[src/rtl/mul_sched_pkg.sv]
// Shared types and default sizing for the multiplier scheduler.
package mul_sched_pkg;

    localparam int DEF_N_REQ       = 4;
    localparam int DEF_DATA_W      = 16;
    localparam int DEF_TIMEOUT_CYC = 64;

    typedef enum logic [1:0] {
        ST_IDLE  = 2'd0,
        ST_ISSUE = 2'd1,
        ST_WAIT  = 2'd2,
        ST_RESP  = 2'd3
    } state_e;

endpackage

[src/rtl/rr_arbiter.sv]
// Combinational round-robin pick: first asserted request at or after i_ptr, wrapping.
module rr_arbiter #(
    parameter int N_REQ = 4,
    parameter int IDX_W = 2
) (
    input  logic [N_REQ-1:0] i_req,
    input  logic [IDX_W-1:0] i_ptr,
    output logic [N_REQ-1:0] o_grant,
    output logic [IDX_W-1:0] o_idx,
    output logic             o_any
);

    logic [N_REQ-1:0][IDX_W-1:0] w_pos;

    always_comb begin
        w_pos   = '0;
        o_grant = '0;
        o_idx   = '0;
        o_any   = 1'b0;
        for (int k = 0; k < N_REQ; k++) begin
            w_pos[k] = IDX_W'((int'(i_ptr) + k) % N_REQ);
            if (!o_any && i_req[w_pos[k]]) begin
                o_grant[w_pos[k]] = 1'b1;
                o_idx             = w_pos[k];
                o_any             = 1'b1;
            end
        end
    end

endmodule

[src/rtl/mul_scheduler.sv]
// Shares one external multiplier among N_REQ requesters: arbitrate, issue,
// wait for completion or timeout, then hold the response until consumed.
module mul_scheduler
    import mul_sched_pkg::*;
#(
    parameter int N_REQ       = DEF_N_REQ,
    parameter int DATA_W      = DEF_DATA_W,
    parameter int TIMEOUT_CYC = DEF_TIMEOUT_CYC
) (
    input  logic                     i_clk,
    input  logic                     i_rst_n,
    input  logic [N_REQ-1:0]         i_req_valid,
    input  logic [N_REQ*DATA_W-1:0]  i_req_a,
    input  logic [N_REQ*DATA_W-1:0]  i_req_b,
    output logic [N_REQ-1:0]         o_req_ready,
    output logic [N_REQ-1:0]         o_rsp_valid,
    input  logic [N_REQ-1:0]         i_rsp_ready,
    output logic [DATA_W-1:0]        o_rsp_result,
    output logic                     o_rsp_ovf,
    output logic                     o_rsp_err,
    output logic                     o_mul_start,
    output logic [DATA_W-1:0]        o_mul_a,
    output logic [DATA_W-1:0]        o_mul_b,
    input  logic                     i_mul_done,
    input  logic                     i_mul_ovf,
    input  logic [DATA_W-1:0]        i_mul_result,
    output logic                     o_busy
);

    localparam int IDX_W = (N_REQ > 1) ? $clog2(N_REQ) : 1;
    localparam int CNT_W = $clog2(TIMEOUT_CYC + 1);

    state_e              r_state;
    logic [IDX_W-1:0]    r_ptr;
    logic [IDX_W-1:0]    r_gidx;
    logic [CNT_W-1:0]    r_cnt;
    logic [DATA_W-1:0]   r_mul_a;
    logic [DATA_W-1:0]   r_mul_b;
    logic [DATA_W-1:0]   r_rsp_result;
    logic                r_rsp_ovf;
    logic                r_rsp_err;

    logic [N_REQ-1:0]    w_grant;
    logic [IDX_W-1:0]    w_widx;
    logic                w_any;
    logic                w_accept;
    logic                w_rsp_hs;
    logic                w_timeout;
    logic [IDX_W-1:0]    w_next_ptr;
    logic [N_REQ-1:0]    w_gsel;
    logic [DATA_W-1:0]   w_op_a;
    logic [DATA_W-1:0]   w_op_b;

    rr_arbiter #(
        .N_REQ (N_REQ),
        .IDX_W (IDX_W)
    ) u_arb (
        .i_req   (i_req_valid),
        .i_ptr   (r_ptr),
        .o_grant (w_grant),
        .o_idx   (w_widx),
        .o_any   (w_any)
    );

    always_comb begin
        w_op_a = '0;
        w_op_b = '0;
        for (int i = 0; i < N_REQ; i++) begin
            if (w_widx == IDX_W'(i)) begin
                w_op_a = i_req_a[i*DATA_W +: DATA_W];
                w_op_b = i_req_b[i*DATA_W +: DATA_W];
            end
        end
    end

    assign w_accept   = (r_state == ST_IDLE) && w_any;
    assign w_gsel     = N_REQ'(1) << r_gidx;
    assign w_rsp_hs   = |(o_rsp_valid & i_rsp_ready);
    assign w_timeout  = (r_cnt == CNT_W'(TIMEOUT_CYC - 1));
    assign w_next_ptr = (w_widx == IDX_W'(N_REQ - 1)) ? '0 : w_widx + 1'b1;

    assign o_req_ready  = (r_state == ST_IDLE) ? w_grant : '0;
    assign o_rsp_valid  = (r_state == ST_RESP) ? w_gsel  : '0;
    assign o_mul_start  = (r_state == ST_ISSUE);
    assign o_busy       = (r_state != ST_IDLE);
    assign o_mul_a      = r_mul_a;
    assign o_mul_b      = r_mul_b;
    assign o_rsp_result = r_rsp_result;
    assign o_rsp_ovf    = r_rsp_ovf;
    assign o_rsp_err    = r_rsp_err;

    always_ff @(posedge i_clk or negedge i_rst_n) begin
        if (!i_rst_n) begin
            r_state      <= ST_IDLE;
            r_ptr        <= '0;
            r_gidx       <= '0;
            r_cnt        <= '0;
            r_mul_a      <= '0;
            r_mul_b      <= '0;
            r_rsp_result <= '0;
            r_rsp_ovf    <= 1'b0;
            r_rsp_err    <= 1'b0;
        end else begin
            case (r_state)
                ST_IDLE: begin
                    if (w_accept) begin
                        r_mul_a <= w_op_a;
                        r_mul_b <= w_op_b;
                        r_gidx  <= w_widx;
                        r_ptr   <= w_next_ptr;
                        r_state <= ST_ISSUE;
                    end
                end
                ST_ISSUE: begin
                    r_cnt   <= '0;
                    r_state <= ST_WAIT;
                end
                ST_WAIT: begin
                    // completion wins over a timeout landing on the same cycle
                    if (i_mul_done) begin
                        r_rsp_result <= i_mul_result;
                        r_rsp_ovf    <= i_mul_ovf;
                        r_rsp_err    <= 1'b0;
                        r_state      <= ST_RESP;
                    end else if (w_timeout) begin
                        r_rsp_result <= '0;
                        r_rsp_ovf    <= 1'b0;
                        r_rsp_err    <= 1'b1;
                        r_state      <= ST_RESP;
                    end else begin
                        r_cnt <= r_cnt + 1'b1;
                    end
                end
                ST_RESP: begin
                    if (w_rsp_hs) r_state <= ST_IDLE;
                end
                default: r_state <= ST_IDLE;
            endcase
        end
    end

endmodule

[config.mk]
export PLATFORM = sky130hd
export DESIGN_NAME = mul_scheduler
export DESIGN_NICKNAME = d
export VERILOG_FILES = /design/src/rtl/mul_sched_pkg.sv /design/src/rtl/rr_arbiter.sv /design/src/rtl/mul_scheduler.sv
export SDC_FILE = /design/constraint.sdc
export NUM_CORES = 1
export LEC_CHECK = 0
export CORE_MARGIN = 2
export CORE_UTILIZATION = 25
export DETAILED_ROUTE_END_ITERATION = 12
export HOLD_SLACK_MARGIN = 0.08
export MAX_ROUTING_LAYER = met4
export PLACE_DENSITY = 0.54
export SYNTH_ARGS = -nofsm -noshare
export SYNTH_HDL_FRONTEND = slang
export SYNTH_SLANG_ARGS = --single-unit
[constraint.sdc]
create_clock -name i_clk -period 3.1 [get_ports i_clk]
set_input_delay 0.93 -clock i_clk [delete_from_list [all_inputs] [get_ports i_clk]]
set_output_delay 0.93 -clock i_clk [all_outputs]
set_load 0.01 [all_outputs]
**After elaboration in Yosys (flattened, before gate mapping)**

Index checks and enable logic that the tools add are counted.

- Bits in registers: 63
- Bits in latches: 0
- Bits in writable memories: 0
- Bits in read-only memories: 0
- Input bits: 156
- Output and inout port bits: 60
- Word-level logic and storage cells: 113
- Memories kept: 0

- Add/sub/neg operators: 5
- Multiply operators: 0
- Divide/modulo/power cells: 0
- $lt $le $gt $ge: 8
- Equal/unequal tests: 12
- Shift operators: 1
- Mux-type cells: 53
- Bitwise gates (word level): 4
- Reduce and logical (&&, ||, !) cells: 21

Operators with widths:

| cell | number |
|---|---|
| $mux W16 | 10 |
| $mux W4 | 6 |
| $mux W2 | 9 |
| $mux W1 | 16 |
| $mux W7 | 2 |
| $pmux W7 S2 | 1 |
| $lt A2 B3 Y1 const B | 4 |
| $or A4 B4 Y4 | 3 |
| $bmux W1 S2 | 4 |
| $demux W1 S2 | 4 |
| $eq A2 B2 Y1 const B | 4 |
| $ge A2 B1 Y1 const B | 4 |
| $logic_and A1 B1 Y1 | 8 |
| $ne A2 B2 Y1 const B | 4 |
| $pmux W2 S4 | 1 |
| $add A7 B1 Y7 const B | 1 |
| $eq A7 B6 Y1 const B | 1 |
| $reduce_and A3 Y1 | 2 |
| $reduce_bool A2 Y1 | 3 |
| $add A2 B1 Y2 const B | 2 |
| $add A2 B2 Y2 const B | 2 |
| $and A4 B4 Y4 | 1 |
| $eq A2 B1 Y1 const B | 2 |
| $logic_not A2 Y1 | 2 |
| 5 further kinds | 8 |

**Longest topological paths before layout**

Gate-level depths: netlist of run 1.

- Word-level depth: 17
- Mapped depth: 15

**Hierarchy**

A second synthesis of run 1 with hierarchy kept.

- Cells, all modules: 472
- Area total of the unflattened synthesis: 4140.2 sq um

Modules (own cells, without submodules):

| module | instances | cells an instance | area an instance (sq um) |
|---|---|---|---|
| mul_scheduler | 1 | 427 | 3718.6 |
| rr_arbiter | 1 | 45 | 421.7 |

**Worst setup path before layout of run 1**

No wires, ideal clock.

- Path type: input-to-reg
- Start: in i_req_valid[0]
- End: reg r_mul_a[0], in the netlist o_mul_a[0]
- Library setup time: 0.133 ns
- Arrival: 3.024 ns
- Data required time: 2.967 ns
- Path slack: -0.057 ns
- Stages: 14
- Buffers on the path: 4
- Cells stage by stage: buf_4 > nand2b_1 > and3_1 > o311a_1 > o21ai_2 > inv_2 > ha_1 > clkbuf_1 > buf_2 > buf_4 > a221oi_1 > nor3_1 > a21oi_1 > o21ai_0

- Cells in the longest elaborated chain, start to end: 17
- Elaborated cells between the ends (all ways): 32
- Classes of those cells: 3 x eq/ne; 20 x mux; 9 x reduce/logical

Ends and longest elaborated chain:

| what | RTL line | source |
|---|---|---|
| from (decl) | mul_scheduler.sv:12 | `input logic [N_REQ-1:0] i_req_valid,` |
| $bmux W1 S2 | rr_arbiter.sv:22 | `if (!o_any && i_req[w_pos[k]]) begin` |
| $mux W1 (implied by the code) | rr_arbiter.sv:22 |  |
| $mux W1 | rr_arbiter.sv:22 |  |
| $logic_not A1 Y1 | rr_arbiter.sv:22 |  |
| $logic_and A1 B1 Y1 | rr_arbiter.sv:22 |  |
| $mux W1 | rr_arbiter.sv:22 |  |
| $logic_not A1 Y1 | rr_arbiter.sv:22 |  |
| $logic_and A1 B1 Y1 | rr_arbiter.sv:22 |  |
| $mux W1 | rr_arbiter.sv:22 |  |
| $logic_not A1 Y1 | rr_arbiter.sv:22 |  |
| $logic_and A1 B1 Y1 | rr_arbiter.sv:22 |  |
| $mux W2 * | rr_arbiter.sv:22 |  |
| named net u_arb.o_idx[0] | rr_arbiter.sv:9 | `output logic [IDX_W-1:0] o_idx,` |
| $logic_not A2 Y1 | mul_scheduler.sv:69 | `if (w_widx == IDX_W'(i)) begin` |
| $mux W16 (3 in series) | mul_scheduler.sv:69 |  |
| $mux W16 * | mul_scheduler.sv:69 |  |
| to (signal assigned) | mul_scheduler.sv:107 | `r_mul_a <= w_op_a;` |
| to (decl) | mul_scheduler.sv:37 | `logic [DATA_W-1:0] r_mul_a;` |

Mark *: on every way through the listed nets, which the timed path passes. The rest lies on a longest branch. The select of a mux whose other input is x is not followed.
A chain may end at the register's enable or synchronous reset.

**Worst setup path in the final report of run 1**

- Start: in i_req_valid[3]
- End: out o_req_ready[0]

- Cells in the longest elaborated chain, start to end: 13
- Elaborated cells between the ends (all ways): 25
- Classes of those cells: 16 x mux; 3 x bitwise; 6 x reduce/logical

Ends and longest elaborated chain:

| what | RTL line | source |
|---|---|---|
| $bmux W1 S2 | rr_arbiter.sv:22 |  |
| $mux W1 (implied by the code) | rr_arbiter.sv:22 |  |
| $mux W1 | rr_arbiter.sv:22 |  |
| $logic_not A1 Y1 | rr_arbiter.sv:22 |  |
| $logic_and A1 B1 Y1 | rr_arbiter.sv:22 |  |
| $mux W1 | rr_arbiter.sv:22 |  |
| $logic_not A1 Y1 | rr_arbiter.sv:22 |  |
| $logic_and A1 B1 Y1 | rr_arbiter.sv:22 |  |
| $mux W1 | rr_arbiter.sv:22 |  |
| $logic_not A1 Y1 | rr_arbiter.sv:22 |  |
| $logic_and A1 B1 Y1 | rr_arbiter.sv:22 |  |
| $mux W4 * | rr_arbiter.sv:22 |  |
| $mux W4 * | mul_scheduler.sv:82 | `assign o_req_ready = (r_state == ST_IDLE) ? w_grant : '0;` |
| to (decl) | mul_scheduler.sv:15 | `output logic [N_REQ-1:0] o_req_ready,` |

Mark *: on every way between the ends. The rest lies on a longest branch, timed or not. The select of a mux whose other input is x is not followed.

==> flow_summary.yaml, run 1 <==
sta:
  fin_hold_ws_ps: 474
  clock_skew_ps: 6.33
  finalCritPeriodShare: 0.988
  rsz0062_at_grt: "true"
  fmax_mhz: 326
  period_needed_ps: 3060
  slew-limit-headroom: 0.546
  slew_violations: 0
  finalHoldViolCount: 0
  tightest_slew_ps: 680
  setup_violations: 0
drt:
  firstDrtPassIters: 4
  drt-total-wl_mm: 15.8
  vias: 4565
  drt-initial-drc-count: 130
  routedWlPerCell_um: 16.8
  route.detailed.drc: 0
  via_per_inst: 4.86
  antenna_left: 0
synthesis:
  ys_types: 50
  yosysSeqAreaShare: 0.367
  ys.flop_type: "dfrtp_1"
  syn_area_mm2: 0.00430
  syn_inst: 496
  ys_seq_elements: 63
  syn_nets: 669
  async_reset_ff_frac: 1.00
  synth_edf_count: 0
  avgSynthCellArea_um2: 8.66
  synth-warning-count: 0
layout:
  drive_gt1_frac: 0.179
  layout_commonest_cell: "clkdlybuf4s50_1"
  layout.nets: 888
  n_antenna_cell: 0
  fin_util: 0.448
  syn_to_final_growth_pct: 74.0
  mostFrequentLayoutCells: "206 x clkdlybuf4s50_1, 64 x nor2b_1, 63 x dfrtp_1"
  finalNonFillerCells: 940
floorplanning:
  ios: 216
  fp.coreArea_mm2: 0.0167
  dieArea_mm2: 0.0182
  start_util: 0.257
  rows: 47
  die_x_um: 135
  die_h_um: 135
power:
  power.total_uw: 7980
  irDropWorstVdd_mv: 0.600
  powerDensity_mw_per_mm2: 1070
  p_leak_uw: 0.00307
run:
  drv_cap: 0
placement:
  dp.cells: 920
  portBuffers: 215
  dp_hpwl_mm: 12.2
  globalplace.congestion: 0.953
worst_setup_path:
  required_ps: 2170
  crit_fanout: 4
  cp-startpoint: "i_req_valid[3]"
  worstSetupEndpointType: "primary output"
  cp_data_arrival_time_ps: 2130
  critical_path_class: "input pin to primary output"
  r2r-start: "r_ptr[0]"
  worstSetupStartpointType: "input pin"
clock_tree:
  cts_root_buf: "clkbuf_16"
  clkSinkCount: 63
  insertion_delay_ps: 330
  cts_max_level: 3
  clkSlewWorstSetupHoldPaths_ps: 50
  cts_tree: "built"
  clockBufferDepth: 2
  numCtsBuffers: 9
grt:
  grt_util_all_layers: 0.180
  grt_max_degree: 64
  grt_pass1_vias: 4723
  antenna_found_initial: 0
  grt_pass1_wl_mm: 24.9
  overflow: 0
hold_path:
  hold_path_class: "flop to flop"
  min_from: "o_mul_b[0]"
run_status:
  status: "completed"
==> routing by layer <==
metal	global-route usage	wire, um	vias to the layer above
met5	-	0	-
met4	0.0480	213	0
met3	0.0541	1290	17
met2	0.304	7950	181
met1	0.209	6370	2132
li1	-	-	2235
==> Yosys cell counts, types with 9 or more instances <==
cell,number,area (um2)
a21oi_1,40,200
a221oi_1,34,298
a22o_1,18,158
buf_2,9,45.0
clkbuf_1,22,82.6
dfrtp_1,63,1580
ha_1,17,213
inv_1,11,41.3
nand2_1,53,199
nor2b_1,64,400
nor3_1,34,170
o21a_1,10,75.1
o21ai_0,47,235
==> worst max-delay path: stages <==
cell and delay [ps]:
buf_6 100, mux2_4 290, and2_4 180, o21a_1 200, a211oi_2 200, o22ai_1 100
buf_2 140
==> cell families (layout without fill, tap and decap cells) <==
group           after synthesis  after routing  synth area share
simple gates                180            180             0.220
compound gates              170            170             0.267
flops                        63             63             0.367
buf+inv                      58            282            0.0731
fa+ha+maj                    17             17            0.0495
mux                           8              8            0.0236
==> power by group <==
group / total (uW) / internal (uW) / switching [uW]
Clock: 1110 / 715 / 397
Combinational: 5480 / 2700 / 2780
Sequential: 1390 / 1180 / 209
==> registers in the layout, indices dropped and copies added, names as in the netlist <==
signal,cells
o_mul_b,16
o_rsp_result,16
r_cnt,7
r_ptr,2
r_gidx,2
o_rsp_ovf,1
r_state,2
o_rsp_err,1
o_mul_a,16
==> path summary, 6_finish.rpt <==
check | cells past startpoint | end | slack (ps)
worst max-delay path | 7 | o_req_ready[0] | 40
worst min-delay path | 2 | o_mul_b[0] | 470
worst max register to register | 13 | o_mul_a[14] | 260
worst min register to register | 2 | o_mul_b[0] | 470
max in group asynchronous | 2 | o_mul_b[1] | 2210
min in group asynchronous | 2 | o_mul_a[11] | 600
==> area by class of cell <==
type / instances / area [um2]
Sequential cell: 63 / 1580
Clock inverter: 7 / 103
Inverter: 12 / 45.0
Multi-Input combinational cell: 375 / 2720
Tap cell: 220 / 275
Timing Repair Buffer: 254 / 2530
Fill cell: 1609 / 9230
Clock buffer: 9 / 225
==> per-stage QoR <==
step	setup TNS [ps]	instance area, um2	worst slack (ps)
after floorplan	-21.0	4490	-19.2
after global placement	-17670	6990	-706
after detailed placement	-19610	6990	-748
after CTS	0	7400	1.54
after global routing	-28.3	7470	-21.4
final	0	7470	36.0
==> timing repair <==
item,CTS,global route
pin swaps,11,7
resized for setup,43,21
setup endpoints to repair,36,36
setup buffers,2,1
gates cloned,1,0
hold buffers,0,0
Power figures use the tool's default switching activity.
==> inputs of run 2 (changes only) <==
Settings changed: CORE_UTILIZATION 25 to 41, PLACE_DENSITY 0.54 to 0.82.
==> run 2 against run 1 <==
  * Register-to-register slack got worse by 70 ps
  * Final cell count fell by 8.2%
  * Via count rose by 2.1%
  * Highest routed layer unchanged
==> flow_summary.yaml, run 2 (synthesis gave the netlist of run 1 again) <==
drt:
  drt-total-wl_mm: 14.2
  routedWlPerCell_um: 16.5
  route.detailed.drc: 0
  vias: 4661
  antenna_left: 0
  via_per_inst: 5.40
  firstDrtPassIters: 4
  drt-initial-drc-count: 199
sta:
  fin_hold_ws_ps: 486
  setup_violations: 0
  period_needed_ps: 3090
  setup_slack_ps: 12.5
  slew_violations: 0
  fmax_mhz: 324
  tns_ps: 0
  finalHoldViolCount: 0
  clock_skew_ps: 16.3
  tightest_slew_ps: 641
  slew-limit-headroom: 0.573
  finalCritPeriodShare: 0.996
floorplanning:
  ios: 216
  die_x_um: 106
  die_h_um: 106
  dieArea_mm2: 0.0113
  start_util: 0.420
  fp.coreArea_mm2: 0.0102
  rows: 37
placement:
  dp_hpwl_mm: 10.9
  portBuffers: 215
  globalplace.congestion: 0.860
  dpl_worst_slack_ps: -839
hold_path:
  hold_path_class: "flop to flop"
grt:
  grt_pass1_vias: 4593
  overflow: 0
  grt_util_all_layers: 0.257
  grt_max_degree: 42
  antenna_found_initial: 0
  grt_pass1_wl_mm: 22.5
worst_setup_path:
  required_ps: 2170
  cp_data_arrival_time_ps: 2160
  crit_fanout: 4
  worstSetupStartpointType: "input pin"
  worstSetupEndpointType: "primary output"
  critical_path_class: "input pin to primary output"
clock_tree:
  cts_root_buf: "clkbuf_8"
  numCtsBuffers: 9
  clkSlewWorstSetupHoldPaths_ps: 80
  cts_tree: "built"
  insertion_delay_ps: 340
  cts_max_level: 3
  clockBufferDepth: 2
  clkSinkCount: 63
power:
  powerDensity_mw_per_mm2: 1060
  power.total_uw: 7650
  p_leak_uw: 0.00303
  irDropWorstVdd_mv: 0.640
layout:
  fin_util: 0.709
  layout.nets: 895
  mostFrequentLayoutCells: "206 x clkdlybuf4s50_1, 64 x nor2b_1, 63 x dfrtp_1"
  syn_to_final_growth_pct: 68.8
  drive_gt1_frac: 0.184
  layout_commonest_cell: "clkdlybuf4s50_1"
  n_antenna_cell: 0
run:
  drv_cap: 0
run_status:
  status: "completed"
## run 2: changes by cell type in the layout (fill, tap and decap cells not counted), sizes merged
cell / change
clkbuf: -2
inv: +1
buf: +9
clkinv: -1
## run 2: repair_timing
action / CTS / global route
pin swaps: 8 / 4
endpoints found under the setup margin: 37 / 16
gates resized for setup: 43 / 17
buffers inserted: 1 / 1
hold buffers: 0 / 0
## run 2: cell type report
class                      instances  area, um2
tap                              136        170
clock buffer                       9        124
clock inverter                     7        100
multi-input combinational        375       2710
fill                             783       2980
sequential                        63       1580
timing repair buffer             261       2530
inverter                          12       45.0
## run 2: worst paths after layout
kind                           startpoint             end  slack (ps)  cells after the start
max                        i_req_valid[2]  o_req_ready[0]          10                      7
min                            o_mul_b[2]      o_mul_b[2]         490                      2
max reg2reg                      r_ptr[0]     o_mul_a[10]         190                     14
min reg2reg                    o_mul_b[2]      o_mul_b[2]         490                      2
max in group asynchronous         i_rst_n      o_mul_a[4]        1880                      2
min in group asynchronous         i_rst_n       o_rsp_err         530                      1
## run 2: critical path, stage by stage
cell and delay, ps:
buf_2 110, mux2_4 280, and2_4 170, o21a_1 190, a211oi_2 210, o22ai_1 110, buf_2 150
## run 2: layer usage
layer | part of all wire | vias up | track usage | routed length (um)
met5 | 0 | - | - | 0
met4 | 0.017 | 0 | 0.0677 | 245
met3 | 0.054 | 23 | 0.0497 | 768
met2 | 0.52 | 169 | 0.435 | 7320
met1 | 0.41 | 2225 | 0.315 | 5870
li1 | - | 2244 | - | -
## run 2: where the power goes
group | switching (uW) | internal (uW)
Clock | 359 | 463
Sequential | 209 | 1170
Combinational | 2740 | 2710
## run 2: per-stage QoR
stage	instances	cell area, um2
floorplan	496	4490
global placement	845	6940
detailed placement	845	6940
CTS	862	7200
global route	863	7250
finish	863	7250
